File: src/rtl/alu_share_arbiter_pkg.sv
// Shared types for the ALU sharing arbiter: opcode and word types, arbiter
// state encoding, and the round-robin pointer helper.
package alu_share_arbiter_pkg;

    localparam int unsigned ARB_MAX_REQ = 4;
    localparam int unsigned XLEN        = 32;

    typedef logic [XLEN-1:0] word_t;

    typedef enum logic [3:0] {
        ALU_ADD  = 4'd0,
        ALU_SUB  = 4'd1,
        ALU_AND  = 4'd2,
        ALU_OR   = 4'd3,
        ALU_XOR  = 4'd4,
        ALU_SLT  = 4'd5,
        ALU_SLTU = 4'd6,
        ALU_SLL  = 4'd7,
        ALU_SRL  = 4'd8,
        ALU_SRA  = 4'd9
    } aluop_t;

    typedef enum logic [1:0] {
        IDLE = 2'd0,
        EXEC = 2'd1,
        RESP = 2'd2
    } arb_state_t;

    // Index following idx, wrapping from n-1 back to 0.
    function automatic int unsigned rr_next(input int unsigned idx, input int unsigned n);
        return (idx + 32'd1 >= n) ? 32'd0 : idx + 32'd1;
    endfunction

endpackage

File: src/rtl/alu_share_arbiter_rr_pick.sv
// Combinational round-robin picker: first valid requester found searching
// upward from the pointer, wrapping modulo NREQ.
module alu_share_arbiter_rr_pick #(
    parameter int unsigned NREQ  = 2,
    parameter int unsigned IDX_W = 1
) (
    input  logic [NREQ-1:0]  valid,
    input  logic [IDX_W-1:0] ptr,
    output logic [NREQ-1:0]  grant,
    output logic [IDX_W-1:0] grant_idx,
    output logic             any
);

    // Scan p, p+1, ... and latch onto the first valid entry.
    always_comb begin
        logic [IDX_W-1:0] idx;
        grant     = '0;
        grant_idx = '0;
        any       = 1'b0;
        idx       = '0;
        for (int unsigned i = 0; i < NREQ; i++) begin
            idx = IDX_W'((32'(ptr) + i) % NREQ);
            if (!any && valid[idx]) begin
                any        = 1'b1;
                grant_idx  = idx;
                grant[idx] = 1'b1;
            end
        end
    end

endmodule

File: src/rtl/alu_share_arbiter.sv
// Shares one external combinational ALU among NREQ requesters. One operation
// in flight: accept (IDLE), drive the ALU from the operand register (EXEC),
// hold the captured result until the granted requester takes it (RESP).
module alu_share_arbiter
    import alu_share_arbiter_pkg::*;
#(
    parameter int unsigned NREQ   = 2,
    parameter int unsigned WORD_W = 32
) (
    input  logic                         CLK,
    input  logic                         RST,
    input  logic [NREQ-1:0]              req_valid,
    output logic [NREQ-1:0]              req_ready,
    input  logic [NREQ-1:0][3:0]         req_opcode,
    input  logic [NREQ-1:0][WORD_W-1:0]  req_op1,
    input  logic [NREQ-1:0][WORD_W-1:0]  req_op2,
    input  logic [NREQ-1:0][4:0]         req_shamt,
    output logic [NREQ-1:0]              rsp_valid,
    input  logic [NREQ-1:0]              rsp_ready,
    output logic [WORD_W-1:0]            rsp_res,
    output logic                         rsp_flag_v,
    output logic                         rsp_flag_n,
    output logic                         rsp_flag_z,
    output logic [3:0]                   alu_opcode,
    output logic [WORD_W-1:0]            alu_op1,
    output logic [WORD_W-1:0]            alu_op2,
    output logic [4:0]                   alu_shamt,
    input  logic [WORD_W-1:0]            alu_res,
    input  logic                         alu_flag_v,
    input  logic                         alu_flag_n,
    input  logic                         alu_flag_z,
    output logic                         busy
);

    localparam int unsigned IDX_W = (NREQ > 1) ? $clog2(NREQ) : 1;

    arb_state_t        state_q;
    logic [IDX_W-1:0]  ptr_q;
    logic [IDX_W-1:0]  gnt_q;

    aluop_t            opcode_q;
    logic [WORD_W-1:0] op1_q;
    logic [WORD_W-1:0] op2_q;
    logic [4:0]        shamt_q;

    logic [WORD_W-1:0] res_q;
    logic              flag_v_q;
    logic              flag_n_q;
    logic              flag_z_q;
    logic [NREQ-1:0]   rsp_valid_q;

    logic [NREQ-1:0]   pick_grant;
    logic [IDX_W-1:0]  pick_idx;
    logic              pick_any;

    alu_share_arbiter_rr_pick #(
        .NREQ  (NREQ),
        .IDX_W (IDX_W)
    ) u_rr_pick (
        .valid     (req_valid),
        .ptr       (ptr_q),
        .grant     (pick_grant),
        .grant_idx (pick_idx),
        .any       (pick_any)
    );

    // Offer the round-robin winner only while idle and not being reset.
    always_comb begin
        req_ready = '0;
        if (state_q == IDLE && !RST) begin
            req_ready = pick_grant;
        end
    end

    // Accept / execute / respond sequencing with registered operands and results.
    always_ff @(posedge CLK) begin
        if (RST) begin
            state_q     <= IDLE;
            ptr_q       <= '0;
            gnt_q       <= '0;
            opcode_q    <= ALU_ADD;
            op1_q       <= '0;
            op2_q       <= '0;
            shamt_q     <= '0;
            res_q       <= '0;
            flag_v_q    <= 1'b0;
            flag_n_q    <= 1'b0;
            flag_z_q    <= 1'b0;
            rsp_valid_q <= '0;
        end else begin
            case (state_q)
                IDLE: begin
                    if (pick_any) begin
                        // Unsupported encodings are carried through untouched.
                        opcode_q <= aluop_t'(req_opcode[pick_idx]);
                        op1_q    <= req_op1[pick_idx];
                        op2_q    <= req_op2[pick_idx];
                        shamt_q  <= req_shamt[pick_idx];
                        gnt_q    <= pick_idx;
                        ptr_q    <= IDX_W'(rr_next(32'(pick_idx), NREQ));
                        state_q  <= EXEC;
                    end
                end
                EXEC: begin
                    res_q       <= alu_res;
                    flag_v_q    <= alu_flag_v;
                    flag_n_q    <= alu_flag_n;
                    flag_z_q    <= alu_flag_z;
                    rsp_valid_q <= NREQ'(1) << gnt_q;
                    state_q     <= RESP;
                end
                RESP: begin
                    // Only the granted requester's ready can retire the result.
                    if (rsp_ready[gnt_q]) begin
                        rsp_valid_q <= '0;
                        state_q     <= IDLE;
                    end
                end
                default: begin
                    rsp_valid_q <= '0;
                    state_q     <= IDLE;
                end
            endcase
        end
    end

    assign rsp_valid  = rsp_valid_q;
    assign rsp_res    = res_q;
    assign rsp_flag_v = flag_v_q;
    assign rsp_flag_n = flag_n_q;
    assign rsp_flag_z = flag_z_q;

    assign alu_opcode = opcode_q;
    assign alu_op1    = op1_q;
    assign alu_op2    = op2_q;
    assign alu_shamt  = shamt_q;

    assign busy = (state_q != IDLE);

endmodule

File: config.mk
export PLATFORM = sky130hd
export DESIGN_NAME = alu_share_arbiter
export DESIGN_NICKNAME = d
export VERILOG_FILES = /design/src/rtl/alu_share_arbiter_pkg.sv /design/src/rtl/alu_share_arbiter_rr_pick.sv /design/src/rtl/alu_share_arbiter.sv
export SDC_FILE = /design/constraint.sdc
export NUM_CORES = 1
export LEC_CHECK = 0
export ABC_AREA = 1
export BUFFER_PORTS_ARGS = -buffer_cell sky130_fd_sc_hd__buf_4
export CAP_MARGIN = 20
export CORE_MARGIN = 2
export CORE_UTILIZATION = 23
export CTS_CLUSTER_DIAMETER = 100
export CTS_CLUSTER_SIZE = 24
export DETAILED_ROUTE_END_ITERATION = 10
export PLACE_DENSITY = 0.45
export SYNTH_ARGS = -nofsm -noshare
export SYNTH_HDL_FRONTEND = slang
export SYNTH_SLANG_ARGS = --single-unit
File: constraint.sdc
create_clock -name CLK -period 1.8 [get_ports CLK]
set_clock_uncertainty 0.1 [all_clocks]
set_input_delay 0 -clock CLK [delete_from_list [all_inputs] [get_ports CLK]]
set_output_delay 0 -clock CLK [all_outputs]
set_load 0.05 [all_outputs]
* Yosys cells after proc, flatten, opt, wreduce, memory -nomap -nowiden *
Cells that the tools add are included.

operators by class
  $add $sub $neg = 2
  $mul = 0
  div/mod/pow operators = 0
  $lt $le $gt $ge = 7
  equal/unequal tests = 4
  shift-type cells = 1
  multiplexer cells = 30
  bitwise operators = 2
  reduce and logical (&&, ||, !) cells = 11

operators with widths
  cell                                                        number
  two-way mux 32 bit                                          4
  two-way mux 1 bit                                           13
  one-hot mux 2 bit (3 select lines)                          2
  two-way mux 2 bit                                           5
  two-way mux 5 bit                                           2
  less-than comparator 1 x 2 -> 1 bit, second input constant  4
  two-way mux 4 bit                                           2
  AND reduction 2 bit                                         3
  logical AND 1 bit                                           4
  != test 2 bit, second input constant                        2
  adder 1 x 1 -> 2 bit, second input constant                 1
  demux 1 bit (select 1 bit)                                  2
  equality test 2 x 1 -> 1 bit, second input constant         1
  equality test 2 bit, second input constant                  1
  >= comparator 1 bit, second input constant                  2
  >= comparator 2 bit, second input constant                  1
  logical NOT 1 bit                                           2
  logical NOT 2 bit                                           1
  bitwise OR 2 bit                                            1
  nonzero test 2 bit                                          1
  << shifter 1 x 1 -> 2 bit, first input constant             1
  adder 1 bit, second input constant                          1
  NOT 1 bit                                                   1

storage, ports and cells
  bits in registers = 114
  bits in latches = 0
  bits in writable memories = 0
  ROM bits = 0
  input bits = 187
  output and inout bits = 113
  memories kept = 0

* Depth between registers and ports, before layout *
Gate-level depths: netlist of run 1.

  depth after elaboration = 9
  mapped depth = 8

* By module *
A second synthesis of run 1 with hierarchy kept.

second synthesis, totals
  cell total of the unflattened synthesis = 754
  area, all modules = 5013.6 um^2

by module, submodules not included
  module                     instances  cells each  area each (um^2)  seq. area each (um^2)
  alu_share_arbiter          1          740         4958.5            2282.2
  alu_share_arbiter_rr_pick  1          14          55.1              0.0

* Worst setup path after synthesis of run 1 *
No wires, ideal clock.

  path type = register to register
  from = reg state_q[1]
  to = reg gnt_q
  library setup time = 0.063 ns
  data arrival time = 1.623 ns
  path slack = 0.014 ns
  cell stages (with the launch flop) = 6
  buffers on the path = 1
  clock period less this slack = 1.786 ns
  path through = dfxtp_1 > nor2_4 > buf_2 > nand2_1 > nor2_1 > a31o_2

between the ends
  cells in the longest elaborated chain, start to end = 2

RTL lines
  item                                  line                      RTL
  from (decl)                           alu_share_arbiter.sv:37   arb_state_t state_q;
  from (signal assigned)                alu_share_arbiter.sv:78   state_q <= IDLE;
  from (signal assigned)                alu_share_arbiter.sv:101  state_q <= EXEC;
  from (signal assigned)                alu_share_arbiter.sv:110  state_q <= RESP;
  logical NOT 2 bit                     alu_share_arbiter.sv:91   case (state_q)
  AND reduction 2 bit (no source line)  --
  to (signal assigned)                  alu_share_arbiter.sv:99   gnt_q <= pick_idx;
  to (decl)                             alu_share_arbiter.sv:39   logic [IDX_W-1:0] gnt_q;

No other way between the ends.
A chain may end at the register's enable or synchronous reset.

* Worst setup path in the final report of run 1 *
  from = reg state_q[1]
  to = out req_ready[0]

between the ends
  cells in the longest elaborated chain, start to end = 3

RTL lines
  item               line                     RTL
  logical NOT 2 bit  alu_share_arbiter.sv:70  if (state_q == IDLE && !RST) begin
  logical AND 1 bit  alu_share_arbiter.sv:70
  two-way mux 2 bit  alu_share_arbiter.sv:70
  to (decl)          alu_share_arbiter.sv:13  output logic [NREQ-1:0] req_ready,

No other way between the ends.

==> flow_summary.yaml, run 1 <==
placement:
  dp_slack_ps: 334
  dp_hpwl_mm: 14.2
  detailed_place.area_sq_mm: 0.00770
  placed_cells: 1286
  port_buffers: 299
  gp_congestion: 0.777
detailed_routing:
  detail-route-antenna-nets: 0
  drt-total-wl_mm: 23.4
  drcViolationCount: 0
  drtIter0Drc: 302
  via_count: 6821
  first_pass_iters: 6
  avgViaCountPerCell: 4.51
  wl_per_cell_um: 15.5
run:
  cap_violations: 0
die:
  die_h_um: 154
  core-area_sq_mm: 0.0220
  pin_count: 300
  dieArea_sq_mm: 0.0238
  start_util_pct: 23.6
  row_count: 54
  die_w_um: 154
setup_path:
  crit_arrival_ps: 1610
  r2r_slack_ps: 110
  cp-start-kind: "flip-flop"
  crit_end: "req_ready[0]"
  crit_type: "reg2out"
  crit_required_ps: 1700
  worstSetupEndpointType: "output pin"
  worst_r2r_endpoint: "rsp_valid[1]"
  max_stage_delay_ps: 330
  crit_fanout: 46
  r2r-start: "state_q[1]"
  cp_slowest_cell: "dfxtp_1"
  crit_start: "state_q[1]"
  reg2reg_depth: 7
  crit_chain: "nor2_4 -> buf_12 -> and3_1 -> buf_4"
yosys:
  syn_inst: 756
  yosysSeqAreaShare_pct: 44.0
  syn_area_sq_mm: 0.00519
  yosysUniqueCellTypes: 18
  synth_area_per_cell_sq_um: 6.87
  syn-num-nets: 943
  ys.warnings.count: 0
  synth.ff_latch_count: 114
sta:
  maxSlewViolCount: 0
  finalCriticalPeriod_ps: 1710
  relSlewSlack_pct: 60.1
  setup_ws_ps: 93.6
  rsz0062_at_grt: "false"
  hold_ws_ps: 55.6
  hold_violations: 0
  setup_tns_ps: 0
  period_share_pct: 94.8
  clock.fmax_ghz: 0.586
  worst_pin_slew_ps: 599
  setup_viol: 0
cts:
  cts-root-buf: "clkbuf_16"
  ctsLongestPathBuffers: 2
  cts_inserted_buffers: 17
  insertion_delay_ps: 400
  clock-sinks: 114
  h-tree-depth: 4
  cts_tree: "yes"
  clk_pin_slew_worst_paths_ps: 50
power_and_ir_drop:
  ir_drop_v: 0.000567
  power-per-cell-area_mw_per_mm2: 917
  leakagePower_nw: 5.24
final_layout:
  fin_cells: 1511
  antenna_cells: 0
  layout-drive-gt1-share_pct: 29.5
  layout-area-overhead-vs-synth_pct: 97.9
  nets: 1405
  fillers: 2184
  postLayoutCellArea_sq_mm: 0.0103
global_route:
  grt_remaining_overflow: 0
  grt_max_degree: 64
  grt.total_usage_pct: 18.8
  grt_pass1_vias: 6790
  grt_pass1_wl_mm: 35.7
  antenna_found_initial: 0
run_status:
  status: "finished, final reports clean"
worst_hold_path:
  hold_depth: 5
  worst_hold_path_type: "in2reg"
registers in the layout, indices dropped and copies added (netlist names):
signal      count
rsp_flag_n      1
alu_opcode      4
gnt_q           1
alu_op1        32
rsp_flag_z      1
rsp_res        32
rsp_flag_v      1
rsp_valid       2
alu_op2        32
state_q         2
alu_shamt       5
ptr_q           1
stage by stage:
| stage | total power [mW] | util [%] |
|---|---|---|
| 2_1_floorplan | 4.67 | - |
| 3_3_place_gp | 5.69 | 35.1 |
| 3_5_place_dp | 5.69 | 35.1 |
| 4_1_cts | 9.50 | 46.5 |
| 5_1_grt | 9.92 | 46.8 |
| 6_report | 9.42 | 46.8 |
synthesized netlist by cell type, drive strengths merged:
cell type    n  area [sq um]
nand3      147           736
clkbuf      23          86.3
dfxtp      114          2280
buf         43           219
nand4       73           457
nor2        74           285
and3         1          6.26
nand2      159           597
o21ai       36           184
a31o         1          8.76
inv         80           300
a21oi        5          28.8
placed cells by master, fill, tap and decap left out, drive strengths merged:
cell | Yosys | routed
a21oi | 5 | 5
a31o | 1 | 1
and3 | 1 | 1
buf | 43 | 320
bufbuf | 0 | 2
bufinv | 0 | 2
clkbuf | 23 | 24
clkinv | 0 | 7
clkinvlp | 0 | 2
dfxtp | 114 | 114
dlygate4sd3 | 0 | 185
inv | 80 | 79
nand2 | 159 | 159
nand3 | 147 | 147
nand4 | 73 | 73
nor2 | 74 | 74
o21ai | 36 | 36
area by class of cell:
class | instances | area, sq um | area share (%)
multi-input cells | 496 | 2320 | 22.6
clock buffers | 22 | 464 | 4.52
inverters | 80 | 302 | 2.94
flip-flops and latches | 114 | 2280 | 22.2
well taps | 280 | 350 | 3.41
repair buffers | 509 | 4440 | 43.3
clock inverters | 10 | 109 | 1.06
layer usage:
layer / track usage, % / share of wire, % / up-vias
li1: - / - / 3413
met1: 22.9 / 42 / 3099
met2: 31.6 / 48 / 282
met3: 6.02 / 7.8 / 27
met4: 6.05 / 1.8 / 0
met5: 0 / 0 / -
where the power goes:
part / leakage (nW) / total (mW) / switching (mW) / internal, mW
clock network: 0.280 / 3.33 / 1.23 / 2.10
logic: 4.02 / 3.17 / 1.90 / 1.27
registers: 0.939 / 2.92 / 0.139 / 2.78
total: 5.24 / 9.42 / 3.28 / 6.15
kinds of logic (layout without fill, tap and decap cells):
logic type | after synthesis | in the layout | share of synthesized area, %
flip-flops | 114 | 114 | 44.0
buffers and inverters | 146 | 621 | 11.7
AO/OA/AOI/OAI | 42 | 42 | 4.27
AND/OR/NAND/NOR | 454 | 454 | 40.1
worst max-delay path, delay by kind of cell (launching register included):
kind	cells	cell delay, ps
buffers and inverters	2	450
and+or+nand+nor	2	400
DFF	1	330
timing repair:
item | CTS | global route
setup buffers | 2 | 2
pin swaps | 1 | 1
hold buffers | 185 | 0
gates cloned | 2 | 2
endpoints found under the setup margin | 2 | 3
resized for setup | 0 | 1
hold endpoints to repair | 113 | 0
worst min path at each step:
| stage | startpoint | endpoint | slack, ps |
|---|---|---|---|
| 3_3_place_gp | RST | ptr_q | 140 |
| 5_1_grt | req_valid[1] | ptr_q | 70 |
| 4_1_cts | req_valid[1] | ptr_q | 40 |
| 3_5_place_dp | RST | ptr_q | 140 |
| 2_1_floorplan | RST | ptr_q | -30 |
| 6_report | req_valid[1] | ptr_q | 60 |
Power figures use the tool's default switching activity.
==> run 2, diff against run 1 <==
--- a/config.mk
+++ b/config.mk
@@ -8,7 +8,6 @@
 export ABC_AREA = 1
 export BUFFER_PORTS_ARGS = -buffer_cell sky130_fd_sc_hd__buf_4
 export CAP_MARGIN = 20
-export CORE_MARGIN = 2
 export CORE_UTILIZATION = 23
 export CTS_CLUSTER_DIAMETER = 100
 export CTS_CLUSTER_SIZE = 24
==> run 2 against run 1 <==
Net effect:
- the flow now finishes with violations (DRC)
- critical path type unchanged
- final cell count decreased by 0.40%
- via count shrank 2.1%
- critical endpoint is now req_ready[1]
- fmax is 0.90% lower
==> flow_summary.yaml, run 2 (synthesized netlist as in run 1, its figures left out) <==
sta:
  maxSlewViolCount: 0
  finalCriticalPeriod_ps: 1720
  hold_ws_ps: 76.1
  rsz0062_at_grt: "true"
  hold_violations: 0
  clock.fmax_ghz: 0.581
  relSlewSlack_pct: 54.1
  worst_pin_slew_ps: 689
  period_share_pct: 95.7
  setup_viol: 0
final_layout:
  layout_common_cells: "buf_4, dlygate4sd3_1, nand2_1"
  antenna_cells: 0
  fillers: 2142
  regArea_sq_mm: 0.00228
  nets: 1400
  final_common_cell: "buf_4"
  layout-drive-gt1-share_pct: 29.4
  layout-area-overhead-vs-synth_pct: 96.8
  fin_util_pct: 46.5
  multi_input_comb_area_sq_mm: 0.00232
cts:
  insertion_delay_ps: 400
  cts_inserted_buffers: 17
  clock-sinks: 114
  clk_pin_slew_worst_paths_ps: 50
  h-tree-depth: 4
  ctsLongestPathBuffers: 2
  cts_tree: "yes"
  cts-root-buf: "clkbuf_16"
setup_path:
  crit_required_ps: 1700
  crit_fanout: 30
  critical_path.top_delay_family: "simple AND/OR/NAND/NOR gates"
  crit_chain: "nor2_4 -> buf_12 -> nand2_1 -> nor2_2 -> buf_6"
  cp_num_buf_inv: 2
  crit_arrival_ps: 1620
  cp-start-kind: "flip-flop"
  max_stage_delay_ps: 330
  r2r_slack_ps: 210
  crit_type: "reg2out"
  worstSetupEndpointType: "output pin"
  cp_slowest_cell: "dfxtp_1"
run_status:
  violations: "DRC"
  status: "finished with violations"
power_and_ir_drop:
  leakagePower_nw: 5.19
  power-per-cell-area_mw_per_mm2: 911
  ir_drop_v: 0.000657
  p_total_mw: 9.31
die:
  pin_count: 300
  die_w_um: 152
  dieArea_sq_mm: 0.0232
  core-area_sq_mm: 0.0220
  row_count: 54
  die_h_um: 152
  start_util_pct: 23.6
placement:
  port_buffers: 299
  dp_hpwl_mm: 13.7
  gp_congestion: 0.752
detailed_routing:
  drtIter0Drc: 314
  via_count: 6678
  first_pass_iters: 8
  wl_per_cell_um: 14.5
  detail-route-antenna-nets: 0
  drcViolationCount: 24
  drt-total-wl_mm: 21.8
  avgViaCountPerCell: 4.44
global_route:
  grt_pass1_wl_mm: 35.0
  grt_remaining_overflow: 0
  grt_max_degree: 91
  grt_pass1_vias: 6796
  antenna_found_initial: 0
  grt.total_usage_pct: 19.0
worst_hold_path:
  worst_hold_path_type: "in2reg"
run:
  cap_violations: 0
[run 2: cell types whose count changed in the layout (fill, tap and decap cells not counted), sizes merged]
| cell | previous run | this run |
|---|---|---|
| clkbuf | 24 | 22 |
| clkinvlp | 2 | 4 |
| dlygate4sd3 | 185 | 184 |
| bufbuf | 2 | 1 |
| clkinv | 7 | 5 |
| buf | 320 | 318 |
[run 2: worst paths after layout]
kind / depth (start not counted) / from / endpoint
min: 5 / req_valid[1] / ptr_q
max: 5 / state_q[1] / req_ready[1]
max reg2reg: 8 / state_q[1] / alu_op1[19]
min reg2reg: 2 / rsp_valid[1] / rsp_valid[1]
[run 2: layout make-up]
cell class | count | share of cell area, %
Clock inverter | 10 | 1.08
Multi-Input combinational cell | 496 | 22.7
Inverter | 80 | 2.95
Timing Repair Buffer | 504 | 43.0
Sequential cell | 114 | 22.3
Clock buffer | 21 | 4.51
Tap cell | 280 | 3.43
[run 2: stage by stage]
| stage | setup TNS [ps] | setup slack, ps | instances | area (sq um) |
|---|---|---|---|---|
| 3_5_place_dp | 0 | 308 | 1287 | 7730 |
| 2_1_floorplan | 0 | 13.9 | 756 | 5190 |
| 4_1_cts | 0 | 10.7 | 1504 | 10200 |
| 5_1_grt | -36.1 | -36.1 | 1505 | 10200 |
| 6_report | 0 | 78.0 | 1505 | 10200 |
| 3_3_place_gp | 0 | 327 | 1287 | 7730 |
[run 2: worst register-to-register path, delay by kind of cell (launching register included)]
kind          cells  cell delay, ps
simple gates      4             470
buf+inv           4             640
flops             1             330
[run 2: what timing repair did]
action / in CTS / in global routing
hold endpoints to repair: 113 / 0
hold buffers: 184 / 0
buffers inserted: 1 / 1
endpoints found under the setup margin: 1 / 2
gates resized for setup: 4 / 3
pin swaps: 1 / 1
gates cloned: 1 / 0
[run 2: where the power goes]
part	total (mW)	switching, mW	internal (mW)	leakage (nW)
logic	3.09	1.86	1.23	3.98
clock network	3.30	1.21	2.09	0.271
registers	2.92	0.138	2.78	0.939
[run 2: metal layers]
metal | global-route usage (%) | up-vias | routed length [um]
met4 | 8.07 | 0 | 593
met1 | 21.8 | 2974 | 9090
met3 | 6.68 | 44 | 1810
met5 | 0 | - | 0
met2 | 32.0 | 268 | 10300
li1 | - | 3392 | -
